File: src/rtl/mult_booth_seq.sv
// Sequential signed 32x32 multiplier using radix-4 modified Booth recoding.
// Retires two multiplier bits per RUN cycle; a result is ready 17 edges after start.
module mult_booth_seq (
  input  logic        clk,
  input  logic        reset_n,
  input  logic        start,
  input  logic [31:0] multiplicand,
  input  logic [31:0] multiplier,
  output logic        busy,
  output logic        ready,
  output logic [31:0] product,
  output logic [31:0] product_hi,
  output logic        exception
);

  typedef enum logic [1:0] {
    S_IDLE = 2'd0,
    S_RUN  = 2'd1,
    S_DONE = 2'd2
  } state_t;

  state_t      r_state;
  logic [33:0] r_m;
  logic [33:0] r_a;
  logic [31:0] r_q;
  logic        r_qm1;
  logic [3:0]  r_cnt;
  logic        r_busy;
  logic        r_ready;
  logic [31:0] r_prod_lo;
  logic [31:0] r_prod_hi;
  logic        r_exc;

  logic [2:0]  w_trip;
  logic [33:0] w_sel;
  logic        w_neg;
  logic [33:0] w_addend;
  logic [33:0] w_a_new;
  logic [33:0] w_a_sh;
  logic [31:0] w_q_sh;
  logic [63:0] w_full;
  logic        w_exc;

  // Booth step: pick 0/+-M/+-2M from the recoded triplet, add, then shift the
  // whole {A,Q,q_-1} chain right by two with A's sign filling from the top.
  always_comb begin
    w_trip = {r_q[1:0], r_qm1};
    w_sel  = '0;
    w_neg  = 1'b0;
    case (w_trip)
      3'b001, 3'b010: w_sel = r_m;
      3'b011:         w_sel = {r_m[32:0], 1'b0};
      3'b100: begin
        w_sel = {r_m[32:0], 1'b0};
        w_neg = 1'b1;
      end
      3'b101, 3'b110: begin
        w_sel = r_m;
        w_neg = 1'b1;
      end
      default: w_sel = '0;
    endcase
    w_addend = w_neg ? ~w_sel : w_sel;
    w_a_new  = r_a + w_addend + {33'd0, w_neg};
    w_a_sh   = {{2{w_a_new[33]}}, w_a_new[33:2]};
    w_q_sh   = {w_a_new[1:0], r_q[31:2]};
    w_full   = {w_a_sh[31:0], w_q_sh};
    // Fits in signed 32 bits only when bits 63..31 are all copies of the sign.
    w_exc    = ~((&w_full[63:31]) | ~(|w_full[63:31]));
  end

  always_ff @(posedge clk or negedge reset_n) begin
    if (!reset_n) begin
      r_state   <= S_IDLE;
      r_m       <= '0;
      r_a       <= '0;
      r_q       <= '0;
      r_qm1     <= 1'b0;
      r_cnt     <= '0;
      r_busy    <= 1'b0;
      r_ready   <= 1'b0;
      r_prod_lo <= '0;
      r_prod_hi <= '0;
      r_exc     <= 1'b0;
    end else begin
      case (r_state)
        S_IDLE, S_DONE: begin
          r_ready <= 1'b0;
          if (start) begin
            r_m     <= {{2{multiplicand[31]}}, multiplicand};
            r_q     <= multiplier;
            r_a     <= '0;
            r_qm1   <= 1'b0;
            r_cnt   <= '0;
            r_busy  <= 1'b1;
            r_state <= S_RUN;
          end else begin
            r_busy  <= 1'b0;
            r_state <= S_IDLE;
          end
        end
        S_RUN: begin
          r_a   <= w_a_sh;
          r_q   <= w_q_sh;
          r_qm1 <= r_q[1];
          r_cnt <= r_cnt + 4'd1;
          if (r_cnt == 4'd15) begin
            r_prod_lo <= w_full[31:0];
            r_prod_hi <= w_full[63:32];
            r_exc     <= w_exc;
            r_busy    <= 1'b0;
            r_ready   <= 1'b1;
            r_state   <= S_DONE;
          end
        end
        default: begin
          r_busy  <= 1'b0;
          r_ready <= 1'b0;
          r_state <= S_IDLE;
        end
      endcase
    end
  end

  assign busy       = r_busy;
  assign ready      = r_ready;
  assign product    = r_prod_lo;
  assign product_hi = r_prod_hi;
  assign exception  = r_exc;

endmodule
File: config.mk
export PLATFORM = sky130hd
export DESIGN_NAME = mult_booth_seq
export DESIGN_NICKNAME = d
export VERILOG_FILES = /design/src/rtl/mult_booth_seq.sv
export SDC_FILE = /design/constraint.sdc
export NUM_CORES = 1
export LEC_CHECK = 0
export ABC_CLOCK_PERIOD_IN_PS = 5300
export CAP_MARGIN = 15
export CORE_MARGIN = 1
export CORE_UTILIZATION = 38
export CTS_CLUSTER_SIZE = 40
export DETAILED_ROUTE_END_ITERATION = 12
export GPL_ROUTABILITY_DRIVEN = 1
export GPL_TIMING_DRIVEN = 0
export SETUP_SLACK_MARGIN = 0.3
export SLEW_MARGIN = 20
export SYNTH_ARGS = -nofsm -noshare
export SYNTH_HDL_FRONTEND = slang
export SYNTH_SLANG_ARGS = --single-unit
export TNS_END_PERCENT = 100
File: constraint.sdc
create_clock -name clk -period 5.3 [get_ports clk]
set_input_delay 1.06 -clock clk [delete_from_list [all_inputs] [get_ports clk]]
set_output_delay 1.06 -clock clk [all_outputs]
set_load 0.02 [all_outputs]
### Word level (Yosys, flattened, before mapping)

Index checks and enable logic that the tools add are counted.

* multiplexer cells: 19
* bitwise logic cells: 4
* $add $sub $neg: 3
* reductions and logical operators: 11
* equal/unequal tests: 11

Operator list (count)
* 34-bit case mux with 2 select lines: 2
* 34-bit two-way mux: 2
* 32-bit case mux with 2 select lines: 1
* 34-bit by 1-bit adder with 34-bit output: 1
* 34-bit adder: 1
* 34-bit inverter: 1
* 33-bit AND reduction: 1
* 33-bit OR reduction: 1
* 32-bit two-way mux: 1
* 3-bit equality test (second input constant): 3
* 4-bit case mux with 2 select lines: 1
* 1-bit two-way mux: 7
* 3-bit by 2-bit equality test with 1-bit output (second input constant): 2
* 2-bit AND reduction: 3
* 4-bit by 1-bit adder with 4-bit output (second input constant): 1
* 4-bit equality test (second input constant): 1
* 4-bit two-way mux: 1
* 2-bit inequality test (second input constant): 2
* 1-bit case mux with 2 select lines: 2
* 2-bit case mux with 2 select lines: 1
* 2-bit OR reduction: 2
* 4-bit OR reduction: 1
* 3-bit by 1-bit equality test with 1-bit output (second input constant): 1
* 3-bit OR reduction: 1
* 7 further kinds: 8

* output and inout bits: 67
* word-level logic and storage cells: 59
* flip-flop bits (word level): 172

### Depth between registers and ports, before layout

* depth after elaboration: 11
* gate-level depth with buffers: 18
* mapped depth without buffers: 17

### Least setup slack after synthesis

OpenSTA, ideal clock, no wires.

* kind: reg-to-reg
* start: reg r_q[0]
* end: reg r_exc, in the netlist exception
* required time: 5.175 ns
* path buffers: 2
* data arrival time: 4.013 ns
* cell stages (with the launch flop): 17
* slack: 1.162 ns
* clock period less this slack: 4.138 ns
* setup time: 0.125 ns
* cell sequence: dfrtp_1 inv_1 ha_1 o31a_1 clkbuf_1 buf_1 xnor2_1 ha_1 o21a_1 o21ai_1 a2111oi_4 or2_2 xor2_1 or4b_1 nand4b_1 o32ai_1 nor2_1

* longest elaborated chain between the ends: 11

Ends and longest elaborated chain
* start: declaration: line 25 `logic [31:0] r_q;`
* start signal: assignment: line 91 `r_q <= multiplier;`
* start signal: assignment: line 104 `r_q <= w_q_sh;`
* 3-bit equality test (tied with other cells): line 50 `case (w_trip)`
* 4-bit OR reduction (no source line) / 2-bit OR reduction (equally long branches)
* 34-bit case mux with 2 select lines: line 50
* 34-bit inverter: line 63 `w_addend = w_neg ? ~w_sel : w_sel;`
* 34-bit two-way mux: line 63
* 34-bit adder: line 64 `w_a_new = r_a + w_addend + {33'd0, w_neg};`
* 34-bit by 1-bit adder with 34-bit output (*): line 64
* 33-bit OR reduction: line 69 `w_exc = ~((&w_full[63:31]) | ~(|w_full[63:31]));`
* 1-bit inverter: line 69
* 1-bit bitwise OR (*): line 69
* 1-bit inverter (*): line 69
* end signal: assignment: line 110 `r_exc <= w_exc;`
* end: declaration: line 32 `logic r_exc;`

Mark *: on every way between the ends. The rest lies on a longest branch, timed or not.
A chain may end at the register's enable or synchronous reset.

### Worst setup path in the final report

Same ends and word-level chain as after synthesis.

==> impl_metrics.xml <==
<?xml version="1.0" encoding="UTF-8"?>
<metrics>
  <group name="final_layout">
    <metric name="mostFrequentLayoutCell" unit="">sky130_fd_sc_hd__nand2_1</metric>
    <metric name="layout_common_cells" unit="">sky130_fd_sc_hd__nand2_1, sky130_fd_sc_hd__dfrtp_1, sky130_fd_sc_hd__clkdlybuf4s50_1</metric>
    <metric name="fin_util" unit="%">49.38</metric>
    <metric name="num-nets-final" unit="">1287</metric>
    <metric name="syn2layout_area_growth" unit="%">26.81</metric>
    <metric name="final_layout_fill_cell_count" unit="">2331</metric>
    <metric name="drive_gt1_share" unit="%">9.456</metric>
    <metric name="final_instance_area" unit="µm²">12040</metric>
  </group>
  <group name="setup_path">
    <metric name="cell_family_with_the_largest_share_of_critical_path_delay" unit="">compound AO/OA/AOI/OAI gates</metric>
    <metric name="worst_path_largest_cell_delay" unit="ps">520</metric>
    <metric name="worst_setup_path_start_kind" unit="">flip-flop</metric>
    <metric name="timing.critical_path.buf_inv" unit="">4</metric>
    <metric name="worstSetupPathType" unit="">reg2reg</metric>
    <metric name="timing.critical_path.cells" unit="">inv_1 -&gt; ha_1 -&gt; o31a_1 -&gt; clkbuf_1 -&gt; clkbuf_4 -&gt; xnor2_1 -&gt; ha_1 -&gt; clkbuf_1 -&gt; a211oi_1 -&gt; o21ai_0 -&gt; o21ai_2 -&gt; nor3b_1 -&gt; a32oi_2 -&gt; nand3_1 -&gt; nor4_4 -&gt; nand4_1 -&gt; o32ai_2 -&gt; nor2_1</metric>
    <metric name="timing.critical_path.fanout_max" unit="">10</metric>
    <metric name="required" unit="ps">5650</metric>
    <metric name="cp_data_arrival_time" unit="ps">5180</metric>
    <metric name="critical_path.slowest_cell" unit="">sky130_fd_sc_hd__o21ai_0</metric>
    <metric name="worst_setup_path_end_kind" unit="">flip-flop</metric>
  </group>
  <group name="clock_tree">
    <metric name="cts-root-to-sink-buffers" unit="">2</metric>
    <metric name="cts_max_level" unit="">4</metric>
    <metric name="cts_tree" unit="">done</metric>
    <metric name="clk_pin_slew" unit="ps">80</metric>
    <metric name="cts.sinks" unit="">168</metric>
    <metric name="cts_hold_buffers" unit="">0</metric>
    <metric name="ctsRootBufferMaster" unit="">sky130_fd_sc_hd__clkbuf_16</metric>
    <metric name="cts_made_buffers" unit="">17</metric>
    <metric name="clock_insertion_delay_worst_skew" unit="ps">460</metric>
  </group>
  <group name="global_route">
    <metric name="grt_max_degree" unit="">96</metric>
    <metric name="overflow" unit="">0</metric>
    <metric name="grt_antenna_before_repair" unit="">1</metric>
    <metric name="groute.layer.met3.usage" unit="%">5.377</metric>
    <metric name="grt_busiest_layer" unit="">met2</metric>
    <metric name="gr-usage-met1" unit="%">31.54</metric>
    <metric name="gr-usage-met2" unit="%">37.11</metric>
    <metric name="grt_pass1_wl" unit="µm">46220</metric>
    <metric name="grt_util_all_layers" unit="%">23.43</metric>
    <metric name="vias_in_the_first_global_route" unit="">8257</metric>
  </group>
  <group name="routing">
    <metric name="dr.first_iter.drc_count" unit="">653</metric>
    <metric name="drc_errors" unit="">0</metric>
    <metric name="wire_per_inst" unit="µm">19.23</metric>
    <metric name="vias" unit="">8375</metric>
    <metric name="postRouteAntennaNets" unit="">0</metric>
    <metric name="route.detailed.vias_per_inst" unit="">5.506</metric>
    <metric name="first_pass_iters" unit="">5</metric>
    <metric name="detail_route.wirelength" unit="µm">29260</metric>
  </group>
  <group name="place">
    <metric name="rd_place_congestion" unit="">0.9129</metric>
    <metric name="place_hpwl" unit="µm">21460</metric>
    <metric name="port_buffers" unit="">133</metric>
    <metric name="postPlaceCellArea" unit="µm²">11290</metric>
  </group>
  <group name="floorplan">
    <metric name="rows" unit="">57</metric>
    <metric name="core" unit="µm²">24390</metric>
    <metric name="floorplan.initialDensity" unit="%">38.94</metric>
    <metric name="boundaryPins" unit="">134</metric>
    <metric name="die_ar" unit="µm²">25630</metric>
    <metric name="die_h" unit="µm">160.1</metric>
    <metric name="die_w" unit="µm">160.1</metric>
  </group>
  <group name="logic_synthesis">
    <metric name="synth_top_cells_by_area" unit="">sky130_fd_sc_hd__dfrtp_1, sky130_fd_sc_hd__nand2_1, sky130_fd_sc_hd__ha_1, sky130_fd_sc_hd__a22oi_1, sky130_fd_sc_hd__xnor2_1</metric>
    <metric name="synthCells" unit="">1027</metric>
    <metric name="synth.largest_area_cell" unit="">sky130_fd_sc_hd__dfrtp_1</metric>
    <metric name="netlist.area_leader.share" unit="%">44.26</metric>
    <metric name="synthDistinctLibCells" unit="">72</metric>
    <metric name="sequential_fraction_of_the_synthesis_area" unit="%">44.26</metric>
    <metric name="synth.net_count" unit="">1132</metric>
    <metric name="synth_enable_flop_cells" unit="">0</metric>
    <metric name="synth_top_flop_cell" unit="">sky130_fd_sc_hd__dfrtp_1</metric>
    <metric name="ys_ff_latch" unit="">168</metric>
    <metric name="synth.cell_area" unit="µm²">9498</metric>
    <metric name="async_flop_share" unit="%">100.0</metric>
    <metric name="synth.avg_cell_area" unit="µm²">9.248</metric>
    <metric name="yosys_warnings" unit="">0</metric>
  </group>
  <group name="timing">
    <metric name="final_critical_path_required_period" unit="ps">4833</metric>
    <metric name="finalSetupViolations" unit="">0</metric>
    <metric name="slew_headroom" unit="%">40.86</metric>
    <metric name="rsz0062_at_grt" unit="">no</metric>
    <metric name="max_freq" unit="MHz">206.9</metric>
    <metric name="final_max_slew_viol_count" unit="">0</metric>
    <metric name="max_slew.worst_pin.slew" unit="ps">887.2</metric>
    <metric name="final.period_utilization" unit="%">91.18</metric>
    <metric name="final-hold-violation-count" unit="">0</metric>
    <metric name="fin_worst_skew" unit="ps">19.68</metric>
  </group>
  <group name="flow_run">
    <metric name="timing.max_cap.violations" unit="">0</metric>
  </group>
  <group name="hold_path">
    <metric name="holdCritPathClass" unit="">reg2reg</metric>
  </group>
  <group name="status">
    <metric name="run_status" unit="">finished clean</metric>
  </group>
</metrics>
[registers in the layout, indices dropped and copies added, names as in the netlist]
register	flops
product	32
r_state	2
r_m	32
r_cnt	4
product_hi	32
r_qm1	1
r_a	32
r_q	32
exception	1
[path summary, 6_finish.rpt]
| check | from | to | slack [ps] | cells after the start |
|---|---|---|---|---|
| worst max-delay path | r_q[0] | exception | 470 | 18 |
| worst max register to register | r_q[0] | exception | 470 | 18 |
| worst min register to register | product[28] | product[28] | 480 | 2 |
| max in group asynchronous | reset_n | r_a[8] | 3930 | 3 |
| min in group asynchronous | reset_n | product_hi[27] | 610 | 2 |
| worst min-delay path | product[28] | product[28] | 480 | 2 |
[per-stage QoR]
step | std cells | worst slack [ps] | TNS, ps | hold slack (ps)
after CTS | 1518 | 315.2 | 0 | 481.5
after global placement | 1484 | -4006 | -669800 | 459.3
after global routing | 1519 | 300.7 | 0 | 507.5
after floorplan | 1027 | 1162 | 0 | 455.1
final | 1521 | 467.4 | 0 | 478.8
after detailed placement | 1486 | -202.6 | -202.6 | 461.5
[synthesized netlist by cell type, types with 3 or more instances]
cell / n
sky130_fd_sc_hd__nor3b_1: 4
sky130_fd_sc_hd__o21ai_0: 62
sky130_fd_sc_hd__a21o_1: 11
sky130_fd_sc_hd__o21bai_1: 3
sky130_fd_sc_hd__mux2_2: 33
sky130_fd_sc_hd__clkbuf_1: 47
sky130_fd_sc_hd__dfrtp_1: 168
sky130_fd_sc_hd__nand4b_1: 3
sky130_fd_sc_hd__nor2_1: 29
sky130_fd_sc_hd__or3_1: 10
sky130_fd_sc_hd__a221o_1: 3
sky130_fd_sc_hd__a211oi_1: 9
sky130_fd_sc_hd__or2_2: 3
sky130_fd_sc_hd__a311o_1: 3
sky130_fd_sc_hd__nand3_1: 16
sky130_fd_sc_hd__and2_1: 8
sky130_fd_sc_hd__xor2_1: 5
sky130_fd_sc_hd__o211ai_1: 7
sky130_fd_sc_hd__buf_2: 3
sky130_fd_sc_hd__xnor2_1: 44
sky130_fd_sc_hd__a22oi_1: 61
sky130_fd_sc_hd__nand4_1: 18
sky130_fd_sc_hd__a31oi_1: 6
sky130_fd_sc_hd__mux2i_1: 4
sky130_fd_sc_hd__o221ai_1: 3
sky130_fd_sc_hd__a21oi_2: 3
sky130_fd_sc_hd__nor2b_1: 3
sky130_fd_sc_hd__nand2_1: 251
sky130_fd_sc_hd__ha_1: 37
sky130_fd_sc_hd__o31ai_1: 8
sky130_fd_sc_hd__and3_1: 8
sky130_fd_sc_hd__buf_1: 11
sky130_fd_sc_hd__nand2b_1: 5
sky130_fd_sc_hd__or4_1: 3
sky130_fd_sc_hd__nor3_1: 17
sky130_fd_sc_hd__a21oi_1: 29
sky130_fd_sc_hd__o21a_1: 12
sky130_fd_sc_hd__inv_1: 16
sky130_fd_sc_hd__a22o_1: 17
[what timing repair did]
action                     CTS  global route
buffers inserted             0             1
pin swaps                    0             2
gates resized for setup     10            24
setup endpoints to repair    1             1
[cells by family after synthesis]
kind of cell / after synthesis / share of synthesized area, %
buffers and inverters: 77 / 3.083
DFF: 168 / 44.26
adders and majority gates: 38 / 5.085
and+or+nand+nor: 390 / 18.48
muxes: 37 / 4.334
AOI/OAI and AO/OA: 268 / 20.23
xor gates and xnor gates: 49 / 4.518
[layer usage]
| layer | wire (µm) | share of wire (%) | up-vias |
|---|---|---|---|
| met5 | 0 | 0 | - |
| met4 | 489 | 1.7 | 0 |
| met3 | 1760 | 6.0 | 39 |
| met2 | 13830 | 47 | 252 |
| met1 | 13170 | 45 | 4084 |
| li1 | - | - | 4000 |
[worst reg2reg max path, delay by kind of cell, from the launching register on]
| kind | cells | cell delay (ps) |
|---|---|---|
| xor+xnor | 1 | 180 |
| fa+ha+maj | 2 | 530 |
| compound gates | 6 | 1710 |
| buf+inv | 4 | 940 |
| simple gates | 5 | 950 |
| flops | 1 | 400 |
[final cells by class]
| cell class | count | area, µm² | share of cell area, % |
|---|---|---|---|
| Antenna cell | 2 | 5.005 | 0.04155 |
| Clock buffer | 17 | 425.4 | 3.532 |
| Clock inverter | 15 | 209.0 | 1.735 |
| Buffer | 61 | 256.5 | 2.130 |
| Sequential cell | 168 | 4204 | 34.91 |
| Inverter | 16 | 60.06 | 0.4986 |
| Timing Repair Buffer | 136 | 1411 | 11.72 |
| Multi-Input combinational cell | 782 | 5067 | 42.07 |
| Tap cell | 324 | 405.4 | 3.366 |
Power is left out: the tool's default activity adds up to more than one toggle a clock period on the data nets, which glitch-free logic cannot reach.
